--- src/rtl/ex_div_if.sv ---
`default_nettype none
// ============================================================================
// Module      : ex_div_if
// Description : Request/response bundle between the EX stage and ex_div.
// Revision    : 1.0 - initial release
// ============================================================================
interface ex_div_if;
    logic        signed_div_i;
    logic [31:0] opdata1_i;
    logic [31:0] opdata2_i;
    logic        start_i;
    logic        annul_i;
    logic [63:0] result_o;
    logic        ready_o;

    modport master (
        output signed_div_i, opdata1_i, opdata2_i, start_i, annul_i,
        input  result_o, ready_o
    );

    modport slave (
        input  signed_div_i, opdata1_i, opdata2_i, start_i, annul_i,
        output result_o, ready_o
    );
endinterface
`default_nettype wire

--- src/rtl/ex_div.sv ---
`default_nettype none
// ============================================================================
// Module      : ex_div
// Description : 32-step restoring divider for DIV/DIVU; result {rem, quo}.
//               Optional macro DIV_EARLY_OUT_EN: 1-cycle result if |a| < |b|.
// Revision    : 1.0 - initial release
// ============================================================================
module ex_div (
    input  wire logic clk,
    input  wire logic rst,
    ex_div_if.slave   bus
);
    localparam logic [1:0] c_IDLE   = 2'b00;
    localparam logic [1:0] c_BYZERO = 2'b01;
    localparam logic [1:0] c_ON     = 2'b10;
    localparam logic [1:0] c_END    = 2'b11;

    logic [1:0]  r_state;
    logic [5:0]  r_cnt;
    logic [64:0] r_work;
    logic [31:0] r_divisor;
    logic        r_neg_quo;
    logic        r_neg_rem;
    logic [63:0] r_result;
    logic        r_ready;

    logic [31:0] w_mag1;
    logic [31:0] w_mag2;
    logic [64:0] w_shift;
    logic [33:0] w_trial;
    logic [64:0] w_step;
    logic [31:0] w_quo;
    logic [31:0] w_rem;
    logic        w_early;

    // 0x80000000 negates to itself, which is the correct unsigned magnitude
    assign w_mag1 = (bus.signed_div_i && bus.opdata1_i[31]) ? (32'd0 - bus.opdata1_i) : bus.opdata1_i;
    assign w_mag2 = (bus.signed_div_i && bus.opdata2_i[31]) ? (32'd0 - bus.opdata2_i) : bus.opdata2_i;

    assign w_shift = r_work << 1;
    assign w_trial = {1'b0, w_shift[64:32]} - {2'b00, r_divisor};
    assign w_step  = w_trial[33] ? w_shift : {w_trial[32:0], w_shift[31:1], 1'b1};
    assign w_quo   = r_neg_quo ? (32'd0 - w_step[31:0])  : w_step[31:0];
    assign w_rem   = r_neg_rem ? (32'd0 - w_step[63:32]) : w_step[63:32];

`ifdef DIV_EARLY_OUT_EN
    assign w_early = (w_mag1 < w_mag2);
`else
    assign w_early = 1'b0;
`endif

    always_ff @(posedge clk or posedge rst) begin
        if (rst) begin
            r_state   <= c_IDLE;
            r_cnt     <= 6'd0;
            r_work    <= 65'd0;
            r_divisor <= 32'd0;
            r_neg_quo <= 1'b0;
            r_neg_rem <= 1'b0;
            r_result  <= 64'd0;
            r_ready   <= 1'b0;
        end else begin
            case (r_state)
                c_IDLE: begin
                    r_result <= 64'd0;
                    r_ready  <= 1'b0;
                    if (bus.start_i && !bus.annul_i) begin
                        r_divisor <= w_mag2;
                        r_neg_quo <= bus.signed_div_i && (bus.opdata1_i[31] ^ bus.opdata2_i[31]);
                        r_neg_rem <= bus.signed_div_i && bus.opdata1_i[31];
                        if (bus.opdata2_i == 32'd0) begin
                            r_state <= c_BYZERO;
                        end else if (w_early) begin
                            r_result <= {bus.opdata1_i, 32'd0};
                            r_ready  <= 1'b1;
                            r_state  <= c_END;
                        end else begin
                            r_cnt   <= 6'd0;
                            r_work  <= {33'd0, w_mag1};
                            r_state <= c_ON;
                        end
                    end
                end
                c_BYZERO: begin
                    r_result <= 64'd0;
                    r_ready  <= 1'b1;
                    r_state  <= c_END;
                end
                c_ON: begin
                    if (bus.annul_i) begin
                        r_cnt    <= 6'd0;
                        r_work   <= 65'd0;
                        r_result <= 64'd0;
                        r_ready  <= 1'b0;
                        r_state  <= c_IDLE;
                    end else begin
                        r_work <= w_step;
                        r_cnt  <= r_cnt + 6'd1;
                        if (r_cnt == 6'd31) begin
                            r_result <= {w_rem, w_quo};
                            r_ready  <= 1'b1;
                            r_state  <= c_END;
                        end
                    end
                end
                default: begin
                    // END: hold the result until EX drops its request
                    if (!bus.start_i) begin
                        r_result <= 64'd0;
                        r_ready  <= 1'b0;
                        r_cnt    <= 6'd0;
                        r_state  <= c_IDLE;
                    end
                end
            endcase
        end
    end

    assign bus.result_o = r_result;
    assign bus.ready_o  = r_ready;
endmodule
`default_nettype wire
--- src/flat_wrapper.sv ---
// flat-port wrapper written by rule: the top's interface ports become plain ports
module ex_div_flat 
  (clk, rst, bus_signed_div_i, bus_opdata1_i, bus_opdata2_i, bus_start_i, bus_annul_i, bus_result_o, bus_ready_o);
  ex_div_if bus_i ();
  input  wire logic clk;
  input  wire logic rst;
  input wire logic [$bits(bus_i.signed_div_i)-1:0] bus_signed_div_i;
  input wire logic [$bits(bus_i.opdata1_i)-1:0] bus_opdata1_i;
  input wire logic [$bits(bus_i.opdata2_i)-1:0] bus_opdata2_i;
  input wire logic [$bits(bus_i.start_i)-1:0] bus_start_i;
  input wire logic [$bits(bus_i.annul_i)-1:0] bus_annul_i;
  output wire logic [$bits(bus_i.result_o)-1:0] bus_result_o;
  output wire logic [$bits(bus_i.ready_o)-1:0] bus_ready_o;
  assign bus_i.signed_div_i = bus_signed_div_i;
  assign bus_i.opdata1_i = bus_opdata1_i;
  assign bus_i.opdata2_i = bus_opdata2_i;
  assign bus_i.start_i = bus_start_i;
  assign bus_i.annul_i = bus_annul_i;
  assign bus_result_o = bus_i.result_o;
  assign bus_ready_o = bus_i.ready_o;
  ex_div u_core (.clk(clk), .rst(rst), .bus(bus_i));
endmodule
--- config.mk ---
export PLATFORM = sky130hd
export DESIGN_NAME = ex_div_flat
export DESIGN_NICKNAME = d
export VERILOG_FILES = /design/src/rtl/ex_div_if.sv /design/src/rtl/ex_div.sv /design/src/flat_wrapper.sv
export SDC_FILE = /design/constraint.sdc
export NUM_CORES = 1
export LEC_CHECK = 0
export BUFFER_PORTS_ARGS = -buffer_cell sky130_fd_sc_hd__buf_2
export CAP_MARGIN = 25
export CORE_MARGIN = 4
export CORE_UTILIZATION = 60
export DETAILED_ROUTE_END_ITERATION = 8
export GPL_TIMING_DRIVEN = 0
export PLACE_DENSITY = 0.82
export SETUP_SLACK_MARGIN = 0.2
export SLEW_MARGIN = 40
export SYNTH_ARGS = -nofsm -noshare
export SYNTH_HDL_FRONTEND = slang
export SYNTH_SLANG_ARGS = --single-unit
--- constraint.sdc ---
create_clock -name clk -period 6.4 [get_ports clk]
set_clock_uncertainty 0.05 [all_clocks]
set_input_delay 0.32 -clock clk [delete_from_list [all_inputs] [get_ports clk]]
set_output_delay 0.32 -clock clk [all_outputs]
set_load 0.01 [all_outputs]
## After elaboration in Yosys (flattened, before gate mapping)

Index checks and enable logic that the tools add are counted.

- Bits of input ports: 69
- Word-level logic and storage cells: 68
- Register bits after elaboration: 171
- Output and inout bits: 65

- Bitwise operators: 2
- Equality and inequality tests: 9
- Add/sub/neg operators: 6
- Multiplexer cells: 28
- Reductions and logical operators: 15

Operators by type and width:

| kind | number |
|---|---|
| $mux 64 | 7 |
| $pmux 64 s2 | 2 |
| $mux 32 | 4 |
| $sub 1x32->32 const A | 4 |
| $sub 33x32->34 | 1 |
| $logic_not 32->1 | 1 |
| $mux 6 | 4 |
| $pmux 6 s3 | 1 |
| $mux 2 | 5 |
| $add 6x1->6 const B | 1 |
| $eq 6x5->1 const B | 1 |
| $ne 3x2->1 const B | 2 |
| $pmux 2 s3 | 1 |
| $reduce_and 2->1 | 3 |
| $reduce_and 3->1 | 2 |
| $logic_and 1x1->1 | 4 |
| $ne 4x1->1 const B | 1 |
| $reduce_and 4->1 | 1 |
| $mux 1 | 3 |
| $ne 3x1->1 const B | 1 |
| $pmux 1 s3 | 1 |
| $eq 2x1->1 const B | 1 |
| $eq 2x2->1 const B | 1 |
| $logic_not 2->1 | 1 |
| 7 further kinds | 7 |

## Logic depth before layout (Yosys ltp)

Gate-level depths: netlist of the first run.

- Depth after elaboration: 7
- Mapped depth: 24
- Gate-level depth less buffers: 20

## Worst setup path before layout of the first run

No wires, ideal clock.

- Kind: register to register
- Start point: register u_core.r_work[35]
- End point: register u_core.r_result[56], in the netlist u_core.bus.result_o[56]
- Arrival: 4.849 ns
- Buffers on the path: 3
- Cell stages (with the launch flop): 21
- Required time: 6.218 ns
- Setup slack: 1.370 ns
- Clock period less this slack: 5.030 ns
- Cells stage by stage: dfrtp_1 ha_1 and2_4 a221o_1 o211ai_2 nand2_1 o211ai_2 nand2_2 buf_2 buf_2 buf_1 o21ai_0 ha_1 nand2_1 or4_1 a211oi_1 a21oi_1 a21o_1 or3_1 nand4_1 or3b_1

- Longest elaborated chain between the ends: 7

Ends and longest elaborated chain:

| element | line | source |
|---|---|---|
| from (decl) | ex_div.sv:20 | `logic [64:0] r_work;` |
| from (signal assigned) | ex_div.sv:79 | `r_work <= {33'd0, w_mag1};` |
| from (signal assigned) | ex_div.sv:97 | `r_work <= w_step;` |
| $sub 33x32->34 | ex_div.sv:41 | `assign w_trial = {1'b0, w_shift[64:32]} - {2'b00, r_divisor};` |
| $mux 64 * | ex_div.sv:42 | `assign w_step = w_trial[33] ? w_shift : {w_trial[32:0], w_shift[31:1], 1'b1};` |
| $sub 1x32->32 | ex_div.sv:44 | `assign w_rem = r_neg_rem ? (32'd0 - w_step[63:32]) : w_step[63:32];` |
| $mux 32 * | ex_div.sv:44 |  |
| $mux 64 * | ex_div.sv:99 | `if (r_cnt == 6'd31) begin` |
| $mux 64 * | ex_div.sv:90 | `if (bus.annul_i) begin` |
| $pmux 64 s2 * | ex_div.sv:63 | `case (r_state)` |
| to (signal assigned) | ex_div.sv:74 | `r_result <= {bus.opdata1_i, 32'd0};` |
| to (signal assigned) | ex_div.sv:100 | `r_result <= {w_rem, w_quo};` |
| to (decl) | ex_div.sv:24 | `logic [63:0] r_result;` |

Mark *: on every way between the ends. The rest lies on a longest branch, timed or not. The select of a mux whose other input is x is not followed.
A chain may end at the register's enable or synchronous reset.

## Worst setup path after layout of the first run

- Start point: register u_core.r_work[51]
- End point: register u_core.r_result[56], in the netlist u_core.bus.result_o[56]

The elaborated chain is that of the path after synthesis.

==> results.json, run 1 <==
{
  "outcome": "finished, final reports clean",
  "die-area_um2": 22100,
  "path_clk_slew_ps": 70,
  "grt_util_all_layers": 0.312,
  "ys_ff_latch": 171,
  "dp_hpwl_mm": 27.1,
  "die_height_um": 149,
  "synth_top_area_share": 0.361,
  "ir_drop_mv": 0.195,
  "num_io_pins": 134,
  "drive_gt1_frac": 0.142,
  "cp-end-kind": "flip-flop",
  "worstMarginPinSlew_ps": 741,
  "timing_hold_violations_final": 0,
  "final_cells": 1866,
  "fin_nets": 1699,
  "worst-path-buf-inv": 4,
  "grt_setup_unrepaired": "no",
  "yosysWarnings": 0,
  "max_freq_mhz": 170,
  "p_leak_nw": 6.07,
  "clkLatencyLatePin_ps": 430,
  "overflow": 0,
  "place_inst": 1832,
  "routed_wl_mm": 34.7,
  "hold_start": "bus_opdata2_i[22]",
  "crit_slowest_cell": "or4_1",
  "final_area_um2": 13500,
  "wire_per_inst_um": 18.6,
  "cts_tree": "built",
  "ant_nets": 0,
  "area_growth_pct": 14.3,
  "num-fill-cells": 1557,
  "synth_area_per_cell_um2": 8.27,
  "final_util": 0.696,
  "maxSlewViolCount": 0,
  "drt-initial-drc-count": 1072,
  "worstPathCellList": "ha_1, buf_2, a21oi_1, o21ai_0, a21oi_1, o211ai_1, a311oi_4, nand2_2, clkbuf_4, buf_2, buf_2, o21ai_2, ha_1, nand2_1, or4_1, a211oi_1, a21oi_1, a21o_1, or3_1, nand4_1, or3b_1",
  "vias_per_cell": 6.14,
  "cp_max_fo": 10,
  "syn_area_um2": 11800,
  "hold_path.class": "primary input to flip-flop",
  "dr.pass1.iters": 5,
  "setup_viol": 0,
  "post_dp_cell_area_um2": 12900,
  "synth.top_cells.by_area": "dfrtp_1 36%, nand2_1 7.1%, o21ai_0 6.7%, xnor2_1 5.8%, xor2_1 5.2%",
  "max_stage_delay_ps": 520,
  "yosysTopAreaCell": "dfrtp_1",
  "port_buffers": 133,
  "cp.depth": 21,
  "fin_crit_sh": 0.921,
  "ff2ff_path_depth": 21,
  "cp-start-kind": "flip-flop",
  "via_count": 11500,
  "cts_buffer_depth": 2,
  "numCtsBuffers": 17,
  "syn_nets": 1543,
  "coreArea_um2": 19500,
  "clock-sinks": 171,
  "die_x_um": 149,
  "synth_cell_types": 78,
  "critPathTopFamily": "compound AO/OA/AOI/OAI gates",
  "synthArstFlopShare": 1.00,
  "yosysSeqAreaShare": 0.361,
  "initial_core_util": 0.609,
  "grt_max_degree": 80,
  "grt_pass1_vias": 10700,
  "maxCapViolCount": 0,
  "min_period_ps": 5890,
  "crit_start": "u_core.r_work[51]",
  "synthCells": 1432,
  "ys.flop_type": "dfrtp_1",
  "synth_edf_count": 0,
  "n_antenna_cell": 0,
  "cp_data_arrival_time_ps": 6150,
  "critPathRequiredTime_ps": 6660,
  "r2r-start": "u_core.r_work[51]",
  "hold_depth": 3,
  "rows": 51,
  "htree_num_levels": 4,
  "clockRootBuffer": "clkbuf_16",
  "grt_antenna_before_repair": 0,
  "slew_headroom": 0.506,
  "pwr_density_cell_nw_per_um2": 418,
  "drc": 0,
  "grt_first_pass_wirelength_mm": 55.2,
  "place_congestion": 0.959,
  "path_class": "flip-flop to flip-flop"
}
-- worst min-delay path, cell delays in order --
cell,delay (ps)
buf_2,90
xnor2_1,110
o21ai_0,60
-- kinds of logic after synthesis --
family                     count (synthesis)  share of synthesized area
muxes                                     25                     0.0211
adders and majority gates                 42                     0.0450
and+or+nand+nor                          479                      0.194
buffers and inverters                    136                     0.0470
AOI/OAI and AO/OA                        431                      0.222
xor gates and xnor gates                 148                      0.109
DFF                                      171                      0.361
-- synthesized netlist by cell type (41+ instances only) --
master	n
xnor2_1	78
o21ai_1	58
inv_1	60
clkbuf_1	51
nor3_1	45
nand2_1	224
o21ai_0	159
ha_1	41
a21oi_1	76
dfrtp_1	171
xor2_1	70
nor2_1	60
-- path summary, 6_finish.rpt --
| path | end | slack [ps] |
|---|---|---|
| min in group asynchronous | u_core.bus.result_o[16] | 380 |
| hold / removal | u_core.r_divisor[22] | 140 |
| setup / recovery | u_core.bus.result_o[56] | 510 |
| hold reg to reg | u_core.bus.result_o[34] | 420 |
| max in group asynchronous | u_core.r_divisor[13] | 5210 |
| setup reg to reg | u_core.bus.result_o[56] | 510 |
-- routing by layer --
metal | vias to the layer above | routed length, um | global-route usage
met4 | 0 | 845 | 0.102
met5 | - | 0 | 0
met2 | 628 | 15700 | 0.487
met3 | 67 | 3570 | 0.0655
met1 | 5384 | 14600 | 0.438
li1 | 5372 | - | -
-- final cells by class --
cell class | instances | area (um2) | share of cell area
Clock inverter | 15 | 153 | 0.0113
Tap cell | 265 | 332 | 0.0245
Sequential cell | 171 | 4280 | 0.316
Buffer | 75 | 333 | 0.0246
Clock buffer | 17 | 425 | 0.0314
Inverter | 61 | 238 | 0.0176
Multi-Input combinational cell | 1125 | 7040 | 0.520
Timing Repair Buffer | 137 | 738 | 0.0545
-- sequential cells by signal, summed over array words and instances, names as in the netlist --
name and cells:
u_core.r_state 2, u_core.r_cnt 6, u_core.r_neg_rem 1, u_core.bus.result_o 64, u_core.r_work 64, u_core.r_neg_quo 1, u_core.r_divisor 32, u_core.bus.ready_o 1
-- placed cells by master, fill, tap and decap left out, types with 20 or more instances in the layout --
cell / count
xnor2_1: 78
clkbuf_1: 50
or3_1: 20
nor3_1: 45
buf_2: 151
nor2_1: 60
nand3_1: 24
a21oi_1: 76
ha_1: 41
inv_1: 59
xor2_1: 70
o21ai_1: 58
mux2i_1: 25
nand2_1: 224
nand2b_1: 20
dfrtp_1: 171
o31ai_1: 33
o21ai_0: 157
-- stage by stage --
stage / hold WS [ps] / TNS (ps) / power (W) / setup slack [ps]
after detailed placement: 301 / 0 / 0.00454 / 158
after floorplan: 386 / 0 / 0.00369 / 1370
after CTS: 135 / 0 / 0.00559 / 297
after global placement: 405 / -63540 / 0.00443 / -387
after global routing: 166 / 0 / 0.00603 / 195
final: 141 / 0 / 0.00566 / 508
-- timing repair --
action	4_1_cts	5_1_grt
endpoints found under the hold margin	47	0
buffers inserted	0	1
hold buffers	1	0
gates resized for setup	3	9
endpoints found under the setup margin	4	9
pin swaps	0	1
-- report_power, final --
part           switching [W]  total [W]  internal, W
Clock               0.000490    0.00104     0.000551
Sequential          0.000278    0.00168      0.00140
Combinational        0.00190    0.00294      0.00104
Note: power is estimated with default switching activity, not from simulation.
==> inputs of run 2 (changes only) <==
--- a/config.mk
+++ b/config.mk
@@ -8,10 +8,11 @@
 export BUFFER_PORTS_ARGS = -buffer_cell sky130_fd_sc_hd__buf_2
 export CAP_MARGIN = 25
 export CORE_MARGIN = 4
-export CORE_UTILIZATION = 60
+export CORE_UTILIZATION = 55
 export DETAILED_ROUTE_END_ITERATION = 8
 export GPL_TIMING_DRIVEN = 0
-export PLACE_DENSITY = 0.82
+export PLACE_DENSITY = 0.76
+export REMOVE_ABC_BUFFERS = 1
 export SETUP_SLACK_MARGIN = 0.2
 export SLEW_MARGIN = 40
 export SYNTH_ARGS = -nofsm -noshare
==> results.json, run 2 (synthesis gave the netlist of run 1 again) <==
{
  "drive_gt1_frac": 0.143,
  "grt_max_degree": 77,
  "clkLatencyLatePin_ps": 450,
  "drt-initial-drc-count": 963,
  "pwr_density_cell_nw_per_um2": 421,
  "wire_per_inst_um": 17.7,
  "ant_nets": 0,
  "ir_drop_mv": 0.236,
  "initial_core_util": 0.562,
  "grt_first_pass_wirelength_mm": 53.6,
  "setup_viol": 0,
  "cts_buffer_depth": 2,
  "rows": 53,
  "final_common_cell": "nand2_1",
  "maxCapViolCount": 0,
  "cp_data_arrival_time_ps": 6160,
  "p_leak_nw": 6.03,
  "fin_nets": 1636,
  "p_total_w": 0.00568,
  "timing_hold_violations_final": 0,
  "top_usage_layer": "met2",
  "worstReg2RegEnd": "u_core.bus.result_o[62]",
  "layout_common_cells": "223 x nand2_1, 169 x dfrtp_1, 157 x o21ai_0, 133 x buf_2, 78 x xnor2_1",
  "ff2ff_path_depth": 18,
  "place_inst": 1780,
  "met3_usage": 0.0476,
  "drc": 0,
  "layout_setup_ws_ps": 506,
  "clockRootBuffer": "clkbuf_16",
  "dp_hpwl_mm": 23.5,
  "final_cells": 1816,
  "die_x_um": 155,
  "grt_setup_unrepaired": "no",
  "hold_start": "bus_opdata2_i[0]",
  "cp_common_cell": "a21oi_1",
  "maxSlewViolCount": 0,
  "cts_tree": "built",
  "cp_max_fo": 54,
  "min_period_ps": 5890,
  "num-fill-cells": 1817,
  "coreArea_um2": 21100,
  "critPathRequiredTime_ps": 6660,
  "num_io_pins": 134,
  "r2r-start": "u_core.r_work[51]",
  "htree_num_levels": 4,
  "grt_util_met2": 0.438,
  "hold_end": "u_core.r_divisor[0]",
  "dp_slack_ps": 248,
  "routed_wl_mm": 32.2,
  "via_count": 10800,
  "numCtsBuffers": 17,
  "max_freq_mhz": 170,
  "crit_slowest_cell": "a311oi_4",
  "place_congestion": 0.923,
  "grt_antenna_before_repair": 7,
  "fin_crit_sh": 0.921,
  "dr.pass1.iters": 5,
  "met1_usage": 0.371,
  "die-area_um2": 24000,
  "clock-sinks": 171,
  "r2r_slack_ps": 510,
  "worst-path-buf-inv": 0,
  "max_stage_delay_ps": 690,
  "port_buffers": 133,
  "worstMarginPinSlew_ps": 774,
  "cp-end-kind": "flip-flop",
  "outcome": "finished, final reports clean",
  "hold_depth": 3,
  "slew_headroom": 0.482,
  "area_growth_pct": 13.8,
  "path_clk_slew_ps": 70,
  "overflow": 0,
  "die_height_um": 155,
  "path_class": "flip-flop to flip-flop",
  "vias_per_cell": 5.96,
  "critPathTopFamily": "compound AO/OA/AOI/OAI gates",
  "grt_pass1_vias": 10800,
  "hold_path.class": "primary input to flip-flop",
  "worstPathCellList": "ha_1, a21oi_1, o21ai_0, a21oi_1, o211ai_1, a311oi_4, nand2_8, o21ai_0, ha_1, nand2_1, or4_1, a211oi_1, a21oi_1, or2_2, nor3b_1, a31o_1, xnor2_1, o21ai_1",
  "grt_util_all_layers": 0.272,
  "cp-start-kind": "flip-flop"
}
[run 2: cell count changes in the layout (fill, tap and decap cells not counted), sizes merged]
cell / delta
clkbuf: -52
buf: -10
clkinvlp: -3
diode: +3
bufinv: +1
clkinv: +1
[run 2: where the power goes]
part,switching (W),total (W),internal [W]
combinational,0.00177,0.00286,0.00109
sequential,0.000317,0.00171,0.00140
clock,0.000502,0.00111,0.000605
total,0.00259,0.00568,0.00310
[run 2: worst register-to-register path: cells and delay by family (launching register included)]
kind	cells	cell delay [ps]
flops	1	450
fa+ha+maj	2	710
simple gates	5	1840
compound gates	10	2580
xor+xnor	1	120
[run 2: layout make-up]
type / count / area (um2) / share of cell area
Clock buffer: 18 / 439 / 0.0326
Tap cell: 275 / 344 / 0.0255
Sequential cell: 171 / 4280 / 0.317
Antenna cell: 3 / 7.51 / 0.000557
Multi-Input combinational cell: 1125 / 7070 / 0.524
Inverter: 61 / 238 / 0.0176
Clock inverter: 14 / 179 / 0.0133
Timing Repair Buffer: 149 / 925 / 0.0686
[run 2: repair_timing]
item	CTS	global route
hold endpoints to repair	53	0
buffers inserted	0	0
setup endpoints to repair	0	7
gates resized for setup	0	3
hold buffers	1	0
[run 2: worst max-delay path by stage]
stage                           start                 endpoint  slack [ps]  cells past startpoint
global route        u_core.r_work[51]  u_core.bus.result_o[62]         230                     18
finish              u_core.r_work[51]  u_core.bus.result_o[62]         510                     18
detailed placement  u_core.r_work[51]  u_core.bus.result_o[62]         250                     18
CTS                 u_core.r_work[51]  u_core.bus.result_o[62]         240                     18
global placement    u_core.r_state[0]  u_core.bus.result_o[56]       -3950                      8
floorplan           u_core.r_state[0]  u_core.bus.result_o[56]        -310                      8
[run 2: metal layers]
layer	vias up	wire length, um	share of wire
li1	5256	-	-
met1	5137	14200	0.44
met2	363	15100	0.47
met3	65	1940	0.060
met4	8	903	0.028
met5	-	39	0.0012
[run 2: stage by stage]
| step | setup TNS, ps | utilization | hold WS (ps) | cell area, um2 |
|---|---|---|---|---|
| 2_1_floorplan | -1190 | - | 386 | 11500 |
| 4_1_cts | 0 | 0.638 | 134 | 13500 |
| 3_3_place_gp | -336830 | 0.594 | 407 | 12500 |
| 6_report | 0 | 0.640 | 135 | 13500 |
| 3_5_place_dp | 0 | 0.609 | 309 | 12800 |
| 5_1_grt | 0 | 0.640 | 144 | 13500 |
